$ cat src/rtl/eth_pkg.sv
// Shared definitions for the UDP/IPv4 GMII transmit path.
// States, protocol constants and the byte-wide reflected CRC-32 step.
package eth_pkg;

  typedef enum logic [3:0] {
    S_IDLE,
    S_LATCH,
    S_PREAMBLE,
    S_ETH_HDR,
    S_IP_HDR,
    S_UDP_HDR,
    S_DATA,
    S_PAD,
    S_FCS,
    S_IPG
  } tx_state_e;

  localparam logic [15:0] ETH_TYPE_IPV4 = 16'h0800;
  localparam logic [7:0]  IP_PROTO_UDP  = 8'h11;
  localparam logic [7:0]  PREAMBLE_BYTE = 8'h55;
  localparam logic [7:0]  SFD_BYTE      = 8'hD5;
  localparam logic [15:0] MIN_PAYLOAD   = 16'd18;
  localparam logic [15:0] IP_HDR_LEN    = 16'd20;
  localparam logic [15:0] UDP_HDR_LEN   = 16'd8;

  function automatic logic [31:0] crc32_next(
    input logic [31:0] c,
    input logic [7:0]  d
  );
    logic [31:0] r;
    r = c;
    for (int i = 0; i < 8; i++) begin
      if (r[0] ^ d[i]) r = (r >> 1) ^ 32'hEDB88320;
      else             r = r >> 1;
    end
    return r;
  endfunction

endpackage

$ cat src/rtl/eth_udp_tx_gmii_crc32_d8.sv
// Byte-wide Ethernet CRC-32, reflected, preset to all ones on init.
// Result is available the cycle after the enabled byte.
module crc32_d8
  import eth_pkg::*;
(
  input  logic        clk,
  input  logic        reset_n,
  input  logic        init,
  input  logic        en,
  input  logic [7:0]  d,
  output logic [31:0] crc
);

  always_ff @(posedge clk or negedge reset_n) begin
    if (!reset_n)  crc <= '1;
    else if (init) crc <= '1;
    else if (en)   crc <= crc32_next(crc, d);
  end

endmodule

$ cat src/rtl/eth_udp_tx_gmii.sv
// UDP/IPv4 frame transmitter onto an 8-bit GMII TX port.
// Define ETH_UDP_TX_IPID_INC_EN to increment the IPv4 ID per frame.
module eth_udp_tx_gmii
  import eth_pkg::*;
#(
  parameter int         IPG_CYCLES = 12,
  parameter logic [7:0] TTL        = 8'h40,
  parameter int         MAX_LEN    = 1472
) (
  input  logic        gmii_rx_clk,
  input  logic        reset_n,
  input  logic [47:0] local_mac,
  input  logic [31:0] local_ip,
  input  logic [15:0] local_port,
  input  logic [47:0] dst_mac,
  input  logic [31:0] dst_ip,
  input  logic [15:0] dst_port,
  input  logic [15:0] tx_data_length,
  input  logic        tx_go,
  output logic        payload_req_o,
  input  logic [7:0]  payload_dat_i,
  output logic        tx_busy,
  output logic        tx_done,
  output logic        tx_err,
  output logic        gmii_txen,
  output logic [7:0]  gmii_txd
);

  tx_state_e   state, nstate;
  logic [15:0] cnt, ncnt;

  logic [47:0] dst_mac_q, src_mac_q;
  logic [31:0] dst_ip_q, src_ip_q;
  logic [15:0] dst_port_q, src_port_q, len_q;
  logic [15:0] tot_len, udp_len, pad_len, ip_csum, ip_id;
  logic        ipg_last, accept, too_long;

  logic [7:0]   byte_d;
  logic         txen_d, crc_en, crc_init;
  logic [31:0]  crc, fcs;
  logic [111:0] eth_hdr;
  logic [159:0] ip_hdr;
  logic [63:0]  udp_hdr;
  logic [15:0]  tot_len_c;
  logic [31:0]  sum;
  logic [16:0]  fold;

  // A go in the cycle busy drops is swallowed via ipg_last
  assign too_long = tx_data_length > 16'(MAX_LEN);
  assign accept   = (state == S_IDLE) && tx_go && !ipg_last && !too_long;

  assign tot_len_c = len_q + IP_HDR_LEN + UDP_HDR_LEN;
  assign sum = 32'h4500 + {16'h0, tot_len_c} + {16'h0, ip_id}
             + 32'h4000 + {16'h0, TTL, IP_PROTO_UDP}
             + {16'h0, src_ip_q[31:16]} + {16'h0, src_ip_q[15:0]}
             + {16'h0, dst_ip_q[31:16]} + {16'h0, dst_ip_q[15:0]};
  assign fold = {1'b0, sum[15:0]} + {1'b0, sum[31:16]};

  assign eth_hdr = {dst_mac_q, src_mac_q, ETH_TYPE_IPV4};
  assign ip_hdr  = {8'h45, 8'h00, tot_len, ip_id, 16'h4000,
                    TTL, IP_PROTO_UDP, ip_csum, src_ip_q, dst_ip_q};
  assign udp_hdr = {src_port_q, dst_port_q, udp_len, 16'h0000};
  assign fcs     = ~crc;

  always_ff @(posedge gmii_rx_clk or negedge reset_n) begin
    if (!reset_n) begin
      state <= S_IDLE;
      cnt   <= '0;
    end else begin
      state <= nstate;
      cnt   <= ncnt;
    end
  end

  always_comb begin
    nstate = state;
    ncnt   = cnt + 16'd1;
    unique case (state)
      S_IDLE: begin
        ncnt = '0;
        if (accept) nstate = S_LATCH;
      end
      S_LATCH: begin
        nstate = S_PREAMBLE;
        ncnt   = 16'd1;
      end
      S_PREAMBLE: if (cnt == 16'd7) begin
        nstate = S_ETH_HDR;
        ncnt   = '0;
      end
      S_ETH_HDR: if (cnt == 16'd13) begin
        nstate = S_IP_HDR;
        ncnt   = '0;
      end
      S_IP_HDR: if (cnt == IP_HDR_LEN - 16'd1) begin
        nstate = S_UDP_HDR;
        ncnt   = '0;
      end
      S_UDP_HDR: if (cnt == UDP_HDR_LEN - 16'd1) begin
        nstate = (len_q != '0) ? S_DATA : S_PAD;
        ncnt   = '0;
      end
      S_DATA: if (cnt == len_q - 16'd1) begin
        nstate = (len_q < MIN_PAYLOAD) ? S_PAD : S_FCS;
        ncnt   = '0;
      end
      S_PAD: if (cnt == pad_len - 16'd1) begin
        nstate = S_FCS;
        ncnt   = '0;
      end
      S_FCS: if (cnt == 16'd3) begin
        nstate = S_IPG;
        ncnt   = '0;
      end
      S_IPG: if (cnt == 16'(IPG_CYCLES)) begin
        nstate = S_IDLE;
        ncnt   = '0;
      end
      default: begin
        nstate = S_IDLE;
        ncnt   = '0;
      end
    endcase
  end

  // byte_d is the value gmii_txd takes on the next edge
  always_comb begin
    byte_d   = 8'h00;
    txen_d   = 1'b0;
    crc_en   = 1'b0;
    crc_init = 1'b0;
    payload_req_o = (nstate == S_DATA);
    unique case (state)
      S_LATCH: begin
        txen_d = 1'b1;
        byte_d = PREAMBLE_BYTE;
      end
      S_PREAMBLE: begin
        txen_d   = 1'b1;
        crc_init = (cnt == 16'd7);
        byte_d   = (cnt == 16'd7) ? SFD_BYTE : PREAMBLE_BYTE;
      end
      S_ETH_HDR: begin
        txen_d = 1'b1;
        crc_en = 1'b1;
        byte_d = eth_hdr[{4'd13 - cnt[3:0], 3'b000} +: 8];
      end
      S_IP_HDR: begin
        txen_d = 1'b1;
        crc_en = 1'b1;
        byte_d = ip_hdr[{5'd19 - cnt[4:0], 3'b000} +: 8];
      end
      S_UDP_HDR: begin
        txen_d = 1'b1;
        crc_en = 1'b1;
        byte_d = udp_hdr[{3'd7 - cnt[2:0], 3'b000} +: 8];
      end
      S_DATA: begin
        txen_d = 1'b1;
        crc_en = 1'b1;
        byte_d = payload_dat_i;
      end
      S_PAD: begin
        txen_d = 1'b1;
        crc_en = 1'b1;
      end
      S_FCS: begin
        txen_d = 1'b1;
        byte_d = fcs[{cnt[1:0], 3'b000} +: 8];
      end
      default: ;
    endcase
  end

  crc32_d8 u_crc (
    .clk     (gmii_rx_clk),
    .reset_n (reset_n),
    .init    (crc_init),
    .en      (crc_en),
    .d       (byte_d),
    .crc     (crc)
  );

  always_ff @(posedge gmii_rx_clk or negedge reset_n) begin
    if (!reset_n) begin
      dst_mac_q  <= '0;
      src_mac_q  <= '0;
      dst_ip_q   <= '0;
      src_ip_q   <= '0;
      dst_port_q <= '0;
      src_port_q <= '0;
      len_q      <= '0;
      tot_len    <= '0;
      udp_len    <= '0;
      pad_len    <= '0;
      ip_csum    <= '0;
    end else if (accept) begin
      dst_mac_q  <= dst_mac;
      src_mac_q  <= local_mac;
      dst_ip_q   <= dst_ip;
      src_ip_q   <= local_ip;
      dst_port_q <= dst_port;
      src_port_q <= local_port;
      len_q      <= tx_data_length;
    end else if (state == S_LATCH) begin
      tot_len <= tot_len_c;
      udp_len <= len_q + UDP_HDR_LEN;
      pad_len <= MIN_PAYLOAD - len_q;
      ip_csum <= ~(fold[15:0] + {15'h0, fold[16]});
    end
  end

  always_ff @(posedge gmii_rx_clk or negedge reset_n) begin
    if (!reset_n) begin
      gmii_txen <= 1'b0;
      gmii_txd  <= 8'h00;
      tx_busy   <= 1'b0;
      tx_done   <= 1'b0;
      tx_err    <= 1'b0;
      ipg_last  <= 1'b0;
    end else begin
      gmii_txen <= txen_d;
      gmii_txd  <= byte_d;
      tx_busy   <= (nstate != S_IDLE);
      tx_done   <= (state == S_IPG) && (cnt == '0);
      tx_err    <= (state == S_IDLE) && tx_go && !ipg_last && too_long;
      ipg_last  <= (state == S_IPG) && (cnt == 16'(IPG_CYCLES));
    end
  end

`ifdef ETH_UDP_TX_IPID_INC_EN
  always_ff @(posedge gmii_rx_clk or negedge reset_n) begin
    if (!reset_n)                           ip_id <= '0;
    else if (state == S_IPG && cnt == '0)   ip_id <= ip_id + 16'd1;
  end
`else
  assign ip_id = 16'h0000;
`endif

endmodule

$ cat config.mk
export PLATFORM = sky130hd
export DESIGN_NAME = eth_udp_tx_gmii
export DESIGN_NICKNAME = d
export VERILOG_FILES = /design/src/rtl/eth_pkg.sv /design/src/rtl/eth_udp_tx_gmii_crc32_d8.sv /design/src/rtl/eth_udp_tx_gmii.sv
export SDC_FILE = /design/constraint.sdc
export NUM_CORES = 1
export LEC_CHECK = 0
export ABC_AREA = 1
export ABC_CLOCK_PERIOD_IN_PS = 14840
export BUFFER_PORTS_ARGS = -buffer_cell sky130_fd_sc_hd__buf_2
export CORE_MARGIN = 5
export CORE_UTILIZATION = 62
export CTS_CLUSTER_SIZE = 14
export DETAILED_ROUTE_END_ITERATION = 10
export GPL_ROUTABILITY_DRIVEN = 0
export PLACE_DENSITY_LB_ADDON = 0.15
export SETUP_SLACK_MARGIN = 0.1
export SLEW_MARGIN = 5
export SYNTH_ARGS = -nofsm -noshare
export SYNTH_HDL_FRONTEND = slang
export SYNTH_SLANG_ARGS = --single-unit
$ cat constraint.sdc
create_clock -name gmii_rx_clk -period 14.84 [get_ports gmii_rx_clk]
set_input_delay 2.968 -clock gmii_rx_clk [delete_from_list [all_inputs] [get_ports gmii_rx_clk]]
set_output_delay 2.968 -clock gmii_rx_clk [all_outputs]
set_load 0.05 [all_outputs]
### Yosys cells after proc, flatten, opt, wreduce, memory -nomap -nowiden

Index checks and enable logic that the tools add are counted.

* logic and storage cells: 147
* output and inout port bits: 13
* register bits after elaboration: 337

* reductions and logical operators: 17
* mux-type cells: 49
* shift-type cells: 4
* $add $sub $neg: 19
* $lt $le $gt $ge: 2
* eq/ne operators: 17
* bitwise operators: 19

Operators by type and width (count)
* 32-bit 2-to-1 mux: 24
* 160-bit by 9-bit variable part select with 8-bit output: 1
* 16-bit case mux with 8 select lines: 1
* 16-bit 2-to-1 mux: 7
* 13-bit inverter with 14-bit output: 8
* 112-bit by 8-bit variable part select with 8-bit output: 1
* 64-bit by 7-bit variable part select with 8-bit output: 1
* 8-bit case mux with 7 select lines: 1
* 4-bit 2-to-1 mux: 10
* 4-bit case mux with 10 select lines: 1
* 16-bit by 4-bit adder with 16-bit output (second input constant): 2
* 16-bit equality test: 2
* 16-bit by 4-bit equality test with 1-bit output (second input constant): 2
* 32-bit inverter: 1
* 32-bit by 6-bit variable part select with 8-bit output: 1
* 16-bit by 1-bit subtractor with 16-bit output (second input constant): 2
* 22-bit by 16-bit adder with 23-bit output: 1
* 21-bit by 16-bit adder with 22-bit output: 1
* 20-bit by 16-bit adder with 21-bit output: 1
* 19-bit by 16-bit adder with 20-bit output: 1
* 4-bit by 3-bit equality test with 1-bit output (second input constant): 5
* 18-bit by 15-bit adder with 19-bit output (second input constant): 1
* 17-bit by 15-bit adder with 18-bit output (second input constant): 1
* 15-bit by 16-bit adder with 17-bit output (first input constant): 1
* 32 further kinds: 50

### Longest topological paths before layout

* depth after elaboration: 35
* gate-level depth with buffers: 55
* mapped depth without buffers: 55

### By module

Synthesis repeated with hierarchy kept, for this count alone.

* cell total of the unflattened synthesis: 2881
* area, all modules: 21388.0 µm²

Modules (own cells, without submodules)
* eth_udp_tx_gmii: area each 18954.4 µm², cells an instance 2524, instances 1
* crc32_d8: area each 2433.6 µm², cells an instance 357, instances 1

### Worst setup path after synthesis

OpenSTA, ideal clock, no wires.

* path kind: register to register
* from: register len_q[3]
* to: register ip_csum[14]
* arrival time: 7712 ps
* data required time: 14757 ps
* path slack: 7045 ps
* buffers on the path: 0
* stages on the path, launching flop included: 56
* period minus slack after synthesis: 7795 ps
* cells stage by stage: dfrtp_1 -> inv_1 -> ha_1 -> inv_1 -> nor2_1 -> inv_1 -> nand2_1 -> inv_1 -> nand2_1 -> nor2_1 -> xor2_1 -> fa_1 -> fa_1 -> inv_1 -> fa_1 -> inv_1 -> ha_1 -> a21oi_1 -> [20 not listed] -> nor4_1 -> ha_1 -> inv_1 -> nor2_1 -> nand2_1 -> nor2_1 -> nand3_1 -> nor2_1 -> nand2_1 -> nor2_1 -> nand2_1 -> nor2_1 -> nand2_1 -> nor2_1 -> nand4_1 -> nand2_1 -> nand2_1 -> o21ai_0

* longest elaborated chain between the ends: 12

Ends and longest elaborated chain
* start: declaration: line eth_udp_tx_gmii.sv:34 `logic [15:0] dst_port_q, src_port_q, len_q;`
* start signal: assignment: line eth_udp_tx_gmii.sv:204 `len_q <= tx_data_length;`
* 16-bit by 5-bit adder with 16-bit output: line eth_udp_tx_gmii.sv:52 `assign tot_len_c = len_q + IP_HDR_LEN + UDP_HDR_LEN;`
* 16-bit by 4-bit adder with 16-bit output: line eth_udp_tx_gmii.sv:52
* via tot_len_c[8]: line eth_udp_tx_gmii.sv:44 `logic [15:0] tot_len_c;`
* 15-bit by 16-bit adder with 17-bit output: line eth_udp_tx_gmii.sv:53 `assign sum = 32'h4500 + {16'h0, tot_len_c} + {16'h0, ip_id}`
* 17-bit by 15-bit adder with 18-bit output: line eth_udp_tx_gmii.sv:54 `+ 32'h4000 + {16'h0, TTL, IP_PROTO_UDP}`
* 18-bit by 15-bit adder with 19-bit output: line eth_udp_tx_gmii.sv:54
* 19-bit by 16-bit adder with 20-bit output: line eth_udp_tx_gmii.sv:55 `+ {16'h0, src_ip_q[31:16]} + {16'h0, src_ip_q[15:0]}`
* 20-bit by 16-bit adder with 21-bit output: line eth_udp_tx_gmii.sv:55
* 21-bit by 16-bit adder with 22-bit output: line eth_udp_tx_gmii.sv:56 `+ {16'h0, dst_ip_q[31:16]} + {16'h0, dst_ip_q[15:0]};`
* 22-bit by 16-bit adder with 23-bit output: line eth_udp_tx_gmii.sv:56
* 16-bit by 7-bit adder with 17-bit output: line eth_udp_tx_gmii.sv:57 `assign fold = {1'b0, sum[15:0]} + {1'b0, sum[31:16]};`
* 16-bit by 1-bit adder with 16-bit output: line eth_udp_tx_gmii.sv:209 `ip_csum <= ~(fold[15:0] + {15'h0, fold[16]});`
* 16-bit inverter: line eth_udp_tx_gmii.sv:209
* end signal: assignment: line eth_udp_tx_gmii.sv:209
* end: declaration: line eth_udp_tx_gmii.sv:35 `logic [15:0] tot_len, udp_len, pad_len, ip_csum, ip_id;`

The timed path passes the listed nets, and every way through them passes these cells.
A chain may end at the register's enable or synchronous reset.

### Worst setup path in the final report

Same ends and word-level chain as after synthesis.

==> results.json <==
{
  "outcome": "completed",
  "io_buffers": 231,
  "htree_levels": 2,
  "syn-instance-count": 3152,
  "grt_pass1_vias": 21381,
  "hold_path_class": "reg2reg",
  "min_period_over_period_pct": 61.8,
  "fill_cells": 3012,
  "rsz0062_at_grt": "false",
  "ys.flop_type": "dfrtp_1",
  "path_depth": 55,
  "worst-slew-pin-transition_ps": 1060,
  "synth_area_leaders": "dfrtp_1, nand2_1, inv_1",
  "io_pins": 232,
  "leakagePower_nw": 13.5,
  "antenna_found_initial": 0,
  "cts_tree": "done",
  "die_area_sq_um": 39900,
  "drtIter0Drc": 2217,
  "fp.dieW_microns": 200,
  "worstSkewPairLatency_ps": 570,
  "cp_slowest_cell": "fa_1",
  "num_vias": 21722,
  "track_usage_pct": 35.2,
  "syn_area_per_cell_sq_um": 7.08,
  "dp.cells": 3745,
  "overflow": 0,
  "grt_pass1_wl_mm": 111,
  "timing.critical_path.buf_inv": 10,
  "yosys-top-cells-count": "nand2_1, inv_1, dfrtp_1",
  "crit_arrival_ps": 9640,
  "synthToLayoutAreaGrowth_pct": 11.3,
  "ctsHoldBuffers": 0,
  "cts.root.buffer_cell": "clkbuf_16",
  "drt_first_pass_iters": 7,
  "power_mw": 2.82,
  "path_common_cell": "nand2_1",
  "synth.most_common_cell": "nand2_1",
  "clock_skew_ps": 13.4,
  "timing.fmax_mhz": 109,
  "nets": 3646,
  "drc_errors": 0,
  "path_clk_slew_ps": 60,
  "fin_area_sq_um": 24800,
  "cp-endpoint": "ip_csum[14]",
  "viasPerCell": 5.70,
  "layout-drive-gt1-share_pct": 12.9,
  "synth_area_sq_um": 22300,
  "yosysTopAreaCell": "dfrtp_1",
  "fin_cells": 3813,
  "grt_max_degree": 155,
  "end_kind": "flop",
  "routed_wl_mm": 70.5,
  "ys_ff_latch": 334,
  "critPathTopFamily": "simple AND/OR/NAND/NOR gates",
  "fin_setup_tns_ps": 0,
  "crit_fanout": 7,
  "relSlewSlack_pct": 29.1,
  "hold_violations": 0,
  "slowest_delay_ps": 550,
  "startpoint": "len_q[3]",
  "yosysSeqAreaShare_pct": 37.7,
  "setup_viol": 0,
  "clock_sinks": 334,
  "synthArstFlopShare_pct": 100,
  "synth_top_area_share_pct": 33.9,
  "rr_worst_depth": 55,
  "die_h_microns": 200,
  "post-cts-setup-buffers": 0,
  "rows": 69,
  "dpl-instance-area_sq_um": 23600,
  "path_class": "reg2reg",
  "crit-reg2reg-capture": "ip_csum[14]",
  "holdPathStages": 2,
  "syn-num-nets": 3475,
  "wl_per_cell_microns": 18.5,
  "antenna_cells": 0,
  "cts_max_path_buffers": 3,
  "initial_utilization_pct": 62.7,
  "regToRegStartpoint": "len_q[3]",
  "synth_edf_count": 0,
  "synth.distinct_cells": 60,
  "p_per_area_nw_per_um2": 113,
  "cts_inserted_buffers": 37,
  "ys_warn_count": 0,
  "min_period_ps": 9170,
  "slew_viol_final": 0,
  "cts_resized": 0,
  "dp_hpwl_mm": 51.6,
  "r2r_slack_ps": 5670,
  "vdd_ir_drop_max_mv": 0.134,
  "drv_cap": 0,
  "cp-start-kind": "flop",
  "cp.required_ps": 15310,
  "antenna_left": 0,
  "core-area_sq_um": 35600
}
==> worst min path at each step <==
stage,from,to,slack (ps)
finish,src_mac_q[7],src_mac_q[7],480
floorplan,src_mac_q[7],src_mac_q[7],440
detailed placement,src_mac_q[7],src_mac_q[7],460
global route,dst_mac_q[7],dst_mac_q[7],500
global placement,src_mac_q[7],src_mac_q[7],460
CTS,src_mac_q[7],src_mac_q[7],480
==> area by class of cell <==
class | count | area (sq um) | share of cell area [%]
Clock buffer | 53 | 1060 | 4.25
Inverter | 388 | 1470 | 5.93
Timing Repair Buffer | 245 | 1270 | 5.12
Tap cell | 461 | 577 | 2.32
Multi-Input combinational cell | 2317 | 11800 | 47.7
Sequential cell | 334 | 8400 | 33.8
Clock inverter | 15 | 208 | 0.836
==> cell families after synthesis <==
| family | share of synthesized area [%] |
|---|---|
| compound gates | 7.30 |
| simple gates | 33.8 |
| xor+xnor | 4.48 |
| flops | 37.7 |
| fa+ha+maj | 7.48 |
| buf+inv | 9.28 |
==> per-stage QoR <==
| stage | utilization, % | setup slack [ps] | hold slack, ps |
|---|---|---|---|
| 6_report | 69.8 | 5670 | 479 |
| 5_1_grt | 69.8 | 4690 | 501 |
| 4_1_cts | 69.8 | 5820 | 477 |
| 3_5_place_dp | 66.3 | 5860 | 460 |
| 3_3_place_gp | 66.3 | 6390 | 457 |
| 2_1_floorplan | - | 7050 | 441 |
==> worst min-delay path: stages (launching register included) <==
cell	delay (ps)
dfrtp_1	340
nand2_1	60
nand2_1	50
==> where the power goes <==
group,total [mW],leakage (nW),switching (mW),internal (mW)
clock network,0.971,0.620,0.401,0.570
logic,0.776,8.95,0.517,0.259
registers,1.07,3.97,0.0565,1.02
==> cell usage in the layout, fill, tap and decap left out, types with 11 or more instances in the layout <==
master	Yosys	layout
nor2_1	226	226
nand2_4	10	11
o21ai_0	161	161
ha_1	55	55
clkbuf_16	0	37
a31oi_1	25	25
inv_1	372	371
buf_2	12	230
or2_2	15	15
o211ai_1	18	18
xnor2_1	23	23
nand4_1	43	43
o21ai_1	16	16
buf_4	14	14
nor2_2	12	12
nor3_1	27	27
dfrtp_1	302	300
nand2_1	1243	1242
nand3_1	166	166
xor2_1	86	86
a21oi_1	45	45
nand2_2	25	25
fa_1	49	49
o22ai_1	13	13
dfstp_2	32	32
==> flip-flops by register name, indices dropped and copies added (netlist names) <==
| name | flops |
|---|---|
| ip_csum | 16 |
| len_q | 16 |
| gmii_txen | 1 |
| ipg_last | 1 |
| udp_len | 14 |
| src_ip_q | 32 |
| dst_mac_q | 48 |
| gmii_txd | 8 |
| tx_err | 1 |
| src_mac_q | 48 |
| dst_ip_q | 32 |
| cnt | 16 |
| tx_busy | 1 |
| state | 4 |
| tx_done | 1 |
| dst_port_q | 16 |
| pad_len | 15 |
| u_crc.crc | 32 |
| src_port_q | 16 |
| tot_len | 16 |
==> metal layers <==
metal | track usage [%] | wire (microns) | vias to the layer above
met3 | 7.33 | 7090 | 261
met2 | 54.8 | 31600 | 1212
met1 | 46.9 | 27700 | 10119
met5 | 0 | 0 | -
li1 | - | - | 10130
met4 | 18.2 | 4180 | 0
(Power assumes the default switching activity.)
